===== config.mk =====
export PLATFORM = sky130hd
export DESIGN_NAME = sev_seg_scanner
export DESIGN_NICKNAME = d
export VERILOG_FILES = /design/src/rtl/sevseg_pkg.sv /design/src/rtl/sevseg_prescaler.sv /design/src/rtl/sev_seg_scanner.sv
export SDC_FILE = /design/constraint.sdc
export NUM_CORES = 1
export LEC_CHECK = 0
export ABC_AREA = 1
export BUFFER_PORTS_ARGS = -buffer_cell sky130_fd_sc_hd__buf_4
export CAP_MARGIN = 30
export CORE_UTILIZATION = 61
export CTS_BUF_LIST = sky130_fd_sc_hd__clkbuf_8
export DETAILED_ROUTE_END_ITERATION = 7
export GPL_ROUTABILITY_DRIVEN = 0
export PLACE_DENSITY = 0.88
export SLEW_MARGIN = 30
export SYNTH_ARGS = -nofsm -noshare
export SYNTH_HDL_FRONTEND = slang
export SYNTH_HIERARCHICAL = 1
export SYNTH_SLANG_ARGS = --single-unit

===== constraint.sdc =====
create_clock -name clk -period 1.9 [get_ports clk]
set_input_delay 0.285 -clock clk [delete_from_list [all_inputs] [get_ports clk]]
set_output_delay 0.285 -clock clk [all_outputs]
set_load 0.005 [all_outputs]

===== src/rtl/sevseg_pkg.sv =====
// Shared constants and types for the seven-segment scan controller.
//   AN_OFF       : per-digit anode level that turns a digit off (active-low anodes)
//   BLANK_ON     : decoder blank level that darkens all segments
//   BLINK_FRAMES : frames per blink half-period
//   buf_state_t  : display load buffer state (IDLE / PENDING)
package sevseg_pkg;

  localparam logic        AN_OFF       = 1'b1;
  localparam logic        BLANK_ON     = 1'b1;
  localparam int unsigned BLINK_FRAMES = 64;

  typedef enum logic {
    IDLE    = 1'b0,
    PENDING = 1'b1
  } buf_state_t;

endpackage : sevseg_pkg


===== src/rtl/sevseg_prescaler.sv =====
// Enable-gated modulo-DIV counter; tick_c is high on the enabled cycle where
// the count sits at DIV-1, after which the count wraps to 0.
//   clk, rst_n : clock, asynchronous active-low reset
//   en         : count enable
//   tick_c     : combinational terminal-count strobe
module sevseg_prescaler #(
  parameter int unsigned DIV = 4
) (
  input  logic clk,
  input  logic rst_n,
  input  logic en,
  output logic tick_c
);

  localparam int unsigned CNT_W = (DIV > 1) ? $clog2(DIV) : 1;

  logic [CNT_W-1:0] count;

  assign tick_c = en && (count == CNT_W'(DIV - 1));

  // Modulo counter
  always_ff @(posedge clk or negedge rst_n) begin
    if (!rst_n) begin
      count <= '0;
    end else if (en) begin
      count <= tick_c ? '0 : count + CNT_W'(1);
    end
  end

endmodule : sevseg_prescaler


===== src/rtl/sev_seg_scanner.sv =====
// Time-multiplexed scan controller for the front-panel seven-segment display.
// Steps through the digits at a fixed refresh rate, presenting each digit's
// value and blank control to the shared decoder. Display loads are double
// buffered and committed only at frame boundaries so a scan is never torn.
// Optional blink support is compiled in with SEVSEG_BLINK_EN.
//   clk, rst_n  : clock, asynchronous active-low reset
//   disp_value  : BCD digits, digit 0 (rightmost) in [3:0]
//   disp_load   : one-cycle load request for disp_value / disp_lz_en
//   disp_lz_en  : leading-zero suppression enable, captured with disp_load
//   disp_busy   : a load is waiting for the next frame boundary
//   disp_ack    : one-cycle pulse when the pending load is committed
//   LED_BCD     : digit value to the decoder
//   dec_blank   : decoder blank (1 = segments off)
//   an          : active-low one-hot digit anodes
//   blink_mask  : per-digit blink enable (SEVSEG_BLINK_EN only)
module sev_seg_scanner
  import sevseg_pkg::*;
#(
  parameter int unsigned NUM_DIGITS  = 4,
  parameter int unsigned REFRESH_DIV = 100000
) (
  input  logic                    clk,
  input  logic                    rst_n,
  input  logic [4*NUM_DIGITS-1:0] disp_value,
  input  logic                    disp_load,
  input  logic                    disp_lz_en,
  output logic                    disp_busy,
  output logic                    disp_ack,
  output logic [3:0]              LED_BCD,
  output logic                    dec_blank,
`ifdef SEVSEG_BLINK_EN
  input  logic [NUM_DIGITS-1:0]   blink_mask,
`endif
  output logic [NUM_DIGITS-1:0]   an
);

  localparam int unsigned IDX_W = $clog2(NUM_DIGITS);
  localparam int unsigned VAL_W = 4 * NUM_DIGITS;

  logic                  tick_c;
  logic                  fb_c;
  logic [IDX_W-1:0]      idx;
  logic [VAL_W-1:0]      active;
  logic [VAL_W-1:0]      pending;
  logic                  lz_en;
  logic                  pend_lz;
  buf_state_t            buf_state;
  logic [NUM_DIGITS-1:0] supp_c;
  logic                  zero_run_c;
  logic                  blink_off_c;

  sevseg_prescaler #(.DIV(REFRESH_DIV)) u_refresh (
    .clk    (clk),
    .rst_n  (rst_n),
    .en     (1'b1),
    .tick_c (tick_c)
  );

  // Frame boundary: the tick that wraps the digit index back to 0
  assign fb_c = tick_c && (idx == IDX_W'(NUM_DIGITS - 1));

  // Digit index
  always_ff @(posedge clk or negedge rst_n) begin
    if (!rst_n) begin
      idx <= '0;
    end else if (tick_c) begin
      idx <= (idx == IDX_W'(NUM_DIGITS - 1)) ? '0 : idx + IDX_W'(1);
    end
  end

  // Load buffer: pending captures every load, active updates only at fb.
  // A load coinciding with fb commits the old pending and stays PENDING.
  always_ff @(posedge clk or negedge rst_n) begin
    if (!rst_n) begin
      buf_state <= IDLE;
      pending   <= '0;
      pend_lz   <= 1'b0;
      active    <= '0;
      lz_en     <= 1'b0;
      disp_ack  <= 1'b0;
    end else begin
      disp_ack <= 1'b0;
      case (buf_state)
        IDLE: begin
          if (disp_load) begin
            pending   <= disp_value;
            pend_lz   <= disp_lz_en;
            buf_state <= PENDING;
          end
        end
        PENDING: begin
          if (fb_c) begin
            active   <= pending;
            lz_en    <= pend_lz;
            disp_ack <= 1'b1;
          end
          if (disp_load) begin
            pending <= disp_value;
            pend_lz <= disp_lz_en;
          end else if (fb_c) begin
            buf_state <= IDLE;
          end
        end
        default: buf_state <= IDLE;
      endcase
    end
  end

  assign disp_busy = (buf_state == PENDING);

  // Leading-zero map: digit k is dark when it and every digit above it are 0
  always_comb begin
    supp_c     = '0;
    zero_run_c = 1'b1;
    for (int k = NUM_DIGITS - 1; k >= 0; k--) begin
      zero_run_c = zero_run_c & (active[4*k +: 4] == 4'd0);
      supp_c[k]  = lz_en & zero_run_c & (k != 0);
    end
  end

`ifdef SEVSEG_BLINK_EN
  logic blink_tick_c;
  logic blink_phase;

  sevseg_prescaler #(.DIV(BLINK_FRAMES)) u_blink (
    .clk    (clk),
    .rst_n  (rst_n),
    .en     (fb_c),
    .tick_c (blink_tick_c)
  );

  // Blink phase: 0 = visible, toggles every BLINK_FRAMES frames
  always_ff @(posedge clk or negedge rst_n) begin
    if (!rst_n) begin
      blink_phase <= 1'b0;
    end else if (blink_tick_c) begin
      blink_phase <= ~blink_phase;
    end
  end

  assign blink_off_c = blink_phase & blink_mask[idx];
`else
  assign blink_off_c = 1'b0;
`endif

  // Registered decoder/anode outputs, one cycle behind idx
  always_ff @(posedge clk or negedge rst_n) begin
    if (!rst_n) begin
      an        <= {NUM_DIGITS{AN_OFF}};
      LED_BCD   <= 4'd0;
      dec_blank <= BLANK_ON;
    end else begin
      an        <= ~(NUM_DIGITS'(1) << idx);
      LED_BCD   <= active[{idx, 2'b00} +: 4];
      dec_blank <= supp_c[idx] | blink_off_c;
    end
  end

endmodule : sev_seg_scanner


Word-level counts from Yosys, hierarchy flattened
Cells that the tools add are included.
W data, S select, Z words.

operators by class
  add/subtract/negate cells = 2
  magnitude comparators = 1
  equal/unequal tests = 2
  shift-type cells = 2
  multiplexer cells = 12
  bitwise gates (word level) = 7
  reduce and logical (&&, ||, !) cells = 5

operators with widths
  cell                     count
  $add A17 B1 Y17 const B  1
  $eq A17 B17 Y1 const B   1
  $mux W17                 1
  $mux W16                 1
  $shiftx A16 B5 Y4        1
  $logic_not A4 Y1         3
  $mux W1                  7
  $and A1 B1 Y1            5
  $not A4 Y4               1
  $shl A1 B2 Y4 const A    1
  $lt A2 B3 Y1 const B     1
  $add A2 B1 Y2 const B    1
  $bmux W1 S2              1
  $eq A2 B2 Y1 const B     1
  $mux W2                  1
  $pmux W1 S2              1
  $reduce_and A2 Y1        1
  $logic_and A1 B1 Y1      1
  $not A1 Y1               1

word-level totals
  bits in registers = 64
  input bits = 20
  output and inout bits = 11

Longest topological paths before layout
  depth after elaboration = 6
  depth in mapped cells = 13
  depth with buffers taken out = 11

Cells and area by module
The synthesis kept the hierarchy.

modules (own cells, without submodules)
  module            instances  cells each  area each (um^2)  sequential area each (um^2)
  sev_seg_scanner   1          200         1974.4            1182.4
  sevseg_prescaler  1          158         1086.0            425.4

Worst setup path before layout
No wires, ideal clock.

  path kind = register to register
  start point = reg u_refresh.count[0]
  end point = reg active[13]
  library setup time = 0.117 ns
  arrival = 1.387 ns
  slack = 0.395 ns
  cell stages (with the launch flop) = 12
  path buffers = 1
  cell sequence = dfrtp_1 > ha_1 > inv_1 > nor2_1 > nand3_1 > inv_1 > nand2_2 > inv_2 > nand2_4 > buf_6 > nand2_2 > o21ai_2

on the way
  cells in the longest elaborated chain, start to end = 3

ends and longest elaborated chain
  item                                RTL line                RTL
  from (decl)                         sevseg_prescaler.sv:17  logic [CNT_W-1:0] count;
  from (signal assigned)              sevseg_prescaler.sv:26  count <= tick_c ? '0 : count + CNT_W'(1);
  $eq A17 B17 Y1                      sevseg_prescaler.sv:19  assign tick_c = en && (count == CNT_W'(DIV - 1));
  named net tick_c                    sev_seg_scanner.sv:40   logic tick_c;
  $logic_and A1 B1 Y1                 sev_seg_scanner.sv:60   assign fb_c = tick_c && (idx == IDX_W'(NUM_DIGITS - 1));
  $reduce_and A2 Y1 (no source line)  --
  to (signal assigned)                sev_seg_scanner.sv:93   active <= pending;
  to (decl)                           sev_seg_scanner.sv:43   logic [VAL_W-1:0] active;

The timed path passes the listed nets, and every way through them passes these cells.
A chain may end at the register's enable or synchronous reset.

Final worst setup path
  start point = reg u_refresh.count[1]
  end point = reg active[7]

The elaborated chain is that of the path after synthesis.

==> results.yml <==
status:
  outcome: "completed"
worst_setup_path:
  crit_family: "simple AND/OR/NAND/NOR gates"
  rrSetupSlack_ns: 0.20
  r2r_start: "u_refresh/count[1]$_DFFE_PN0P_"
  path_cells: "ha_1, inv_1, nor2_1, nand3_1, inv_2, nand2_2, inv_4, nand2_8, nand2_1, o21ai_2"
  worstPathRequired_ns: 2.13
  setup.worst_path.end_class: "flop"
  worstReg2RegEnd: "active[7]$_DFFE_PN0P_"
  timing_worst_setup_path_type: "reg2reg"
  start_kind: "flop"
  max_stage_delay_ns: 0.42
  arrival_ns: 1.93
  critPathBufInv: 3
  crit_path_top_delay_cell: "dfrtp_1"
  cp_max_fo: 18
  r2r_cells: 10
sta:
  fmaxAchievable_mhz: 590
  relSlewSlack_pct: 48.4
  fin_crit_ns: 1.70
  timing.hold.ws_ns: 0.0150
  fin_setup_tns_ns: 0
  skew_ns: 0.00886
  finalSetupViolCount: 0
  post-route-period-util_pct: 89.3
  rsz0062_at_grt: "false"
  worst_pin_slew_ns: 0.774
  finalHoldViolations: 0
  drv_slew: 0
cts:
  path_clk_slew_ns: 0.07
  cts_hold_buffers: 0
  cts_tree: "done"
  cts.path.max_buffers: 2
  post_cts.repair.setup_buffers: 0
  clk_latency_ns: 0.34
  ctsHtreeMaxLevel: 3
  cts.root.buffer_cell: "clkbuf_8"
  cts_made_buffers: 9
  clock_sinks: 64
drt:
  avgRoutedWirePerCell_um: 12.9
  drtPass1Iterations: 5
  drt_iter0_markers: 267
  via_per_inst: 5.25
  ant_nets: 0
  vias: 2457
  drc: 0
  wl_um: 6040
finish:
  drive_gt1_share_pct: 23.4
  syn2layout_area_growth_pct: 16.2
  final_cell_mix: "nand2_1, dfrtp_1, inv_1"
  num-nets-final: 421
  fin_cells: 468
  num_antenna_cells: 0
  fillers: 339
  final_common_cell: "nand2_1"
placement:
  io_buffers: 30
  dp_cells: 451
  dp_hpwl_um: 4030
synthesis:
  synth_seq_cells: 64
  synth_fp_nets: 383
  ys_seq_area_share_pct: 52.5
  yosysWarnings: 6
  syn-cell-area_um2: 3060
  avgSynthCellArea_um2: 8.55
  netlist_instances: 358
  synth_cell_type_count: 27
grt:
  track_usage_pct: 25.5
  first_global_vias: 2220
  overflow: 0
  grt_pass1_wl_um: 9870
  antenna_found_initial: 0
  grt_max_degree: 65
job:
  max_cap_violations: 0
hold_path:
  min_path_type: "in2async"
die:
  start_util_pct: 63.9
  io_pins: 31
  die_y_um: 72.8
  die_w_um: 72.8
  core_um2: 4790
  die_area_um2: 5300
  row_count: 25
power_and_ir_drop:
  leakagePower_nw: 1.83
  power_density_nw_per_um2: 844
  vdd.ir_drop.worst_uv: 580
  total_power_mw: 3.00
-- registers in the layout, summed over array words and instances (netlist names) --
name             cells
u_refresh/count     17
active              16
pending             16
LED_BCD              4
an                   4
idx                  2
dec_blank            1
disp_ack             1
disp_busy            1
lz_en                1
pend_lz              1
-- worst max path at each step --
stage / depth (start not counted) / startpoint / endpoint
finish: 10 / u_refresh/count[1]$_DFFE_PN0P_ / active[7]$_DFFE_PN0P_
global route: 10 / u_refresh/count[0]$_DFFE_PN0P_ / active[7]$_DFFE_PN0P_
CTS: 10 / u_refresh/count[0]$_DFFE_PN0P_ / active[1]$_DFFE_PN0P_
detailed placement: 10 / u_refresh/count[0]$_DFFE_PN0P_ / lz_en$_DFFE_PN0P_
global placement: 10 / u_refresh/count[0]$_DFFE_PN0P_ / lz_en$_DFFE_PN0P_
floorplan: 11 / u_refresh/count[0]$_DFFE_PN0P_ / active[13]$_DFFE_PN0P_
-- power by group --
part / internal, mW / total (mW) / switching, mW / leakage, nW
Sequential: 1.46 / 1.54 / 0.0824 / 0.777
Combinational: 0.150 / 0.417 / 0.267 / 0.963
Clock: 0.539 / 1.04 / 0.504 / 0.0927
Total: 2.15 / 3.00 / 0.854 / 1.83
-- synthesized netlist by cell type --
library cell / instances / area (µm²)
ha_1: 5 / 62.6
nand2_1: 82 / 308
a21o_2: 1 / 8.76
o21ai_0: 29 / 145
nor3_1: 1 / 5.00
o21ai_2: 17 / 149
buf_2: 4 / 20.0
nand4_1: 7 / 43.8
o21ai_1: 2 / 10.0
dfrtp_1: 59 / 1480
nand2_4: 1 / 11.3
clkbuf_2: 1 / 5.00
nand2_2: 6 / 37.5
buf_4: 3 / 22.5
nor2_2: 2 / 12.5
a21oi_1: 4 / 20.0
inv_2: 3 / 11.3
nor3_2: 1 / 10.0
inv_1: 53 / 199
nand3_1: 17 / 85.1
xor2_1: 4 / 35.0
buf_6: 3 / 33.8
o211ai_1: 2 / 15.0
nor2_4: 4 / 45.0
nor2_1: 41 / 154
conb_1: 1 / 3.75
dfstp_2: 5 / 131
-- kinds of logic after synthesis --
| kind of cell | share of synthesized area (%) |
|---|---|
| simple gates | 23.3 |
| flops | 52.5 |
| other cells | 0.123 |
| buf+inv | 9.53 |
| compound gates | 11.4 |
| xor+xnor | 1.14 |
| fa+ha+maj | 2.04 |
-- per-stage QoR --
step	worst slack (ns)	area, µm²	util, %
global placement	0.185	3340	69.8
finish	0.204	3560	74.3
global route	0.0335	3560	74.3
detailed placement	0.0606	3340	69.8
floorplan	0.395	3060	-
CTS	0.0354	3520	73.6
-- per-layer routing --
metal  up-vias  global-route usage (%)  share of wire (%)
li1       1190                       -                  -
met1      1136                    34.5                 42
met2       116                    38.1                 48
met3        15                    8.15                8.0
met4         0                    10.5                1.7
met5         -                       0                  0
-- layout make-up --
cell class	instances	area, µm²	area share [%]
inverters	56	213	5.98
clock buffers	11	151	4.26
well taps	67	83.8	2.36
clock inverters	5	32.5	0.915
multi-input cells	228	1190	33.5
repair buffers	37	278	7.81
flip-flops and latches	64	1610	45.2
-- timing repair --
| action | 4_1_cts | 5_1_grt |
|---|---|---|
| setup endpoints to repair | 0 | 17 |
| hold endpoints to repair | 0 | 0 |
| resized for setup | 0 | 4 |
No activity file was read; power rests on OpenSTA's default activity.
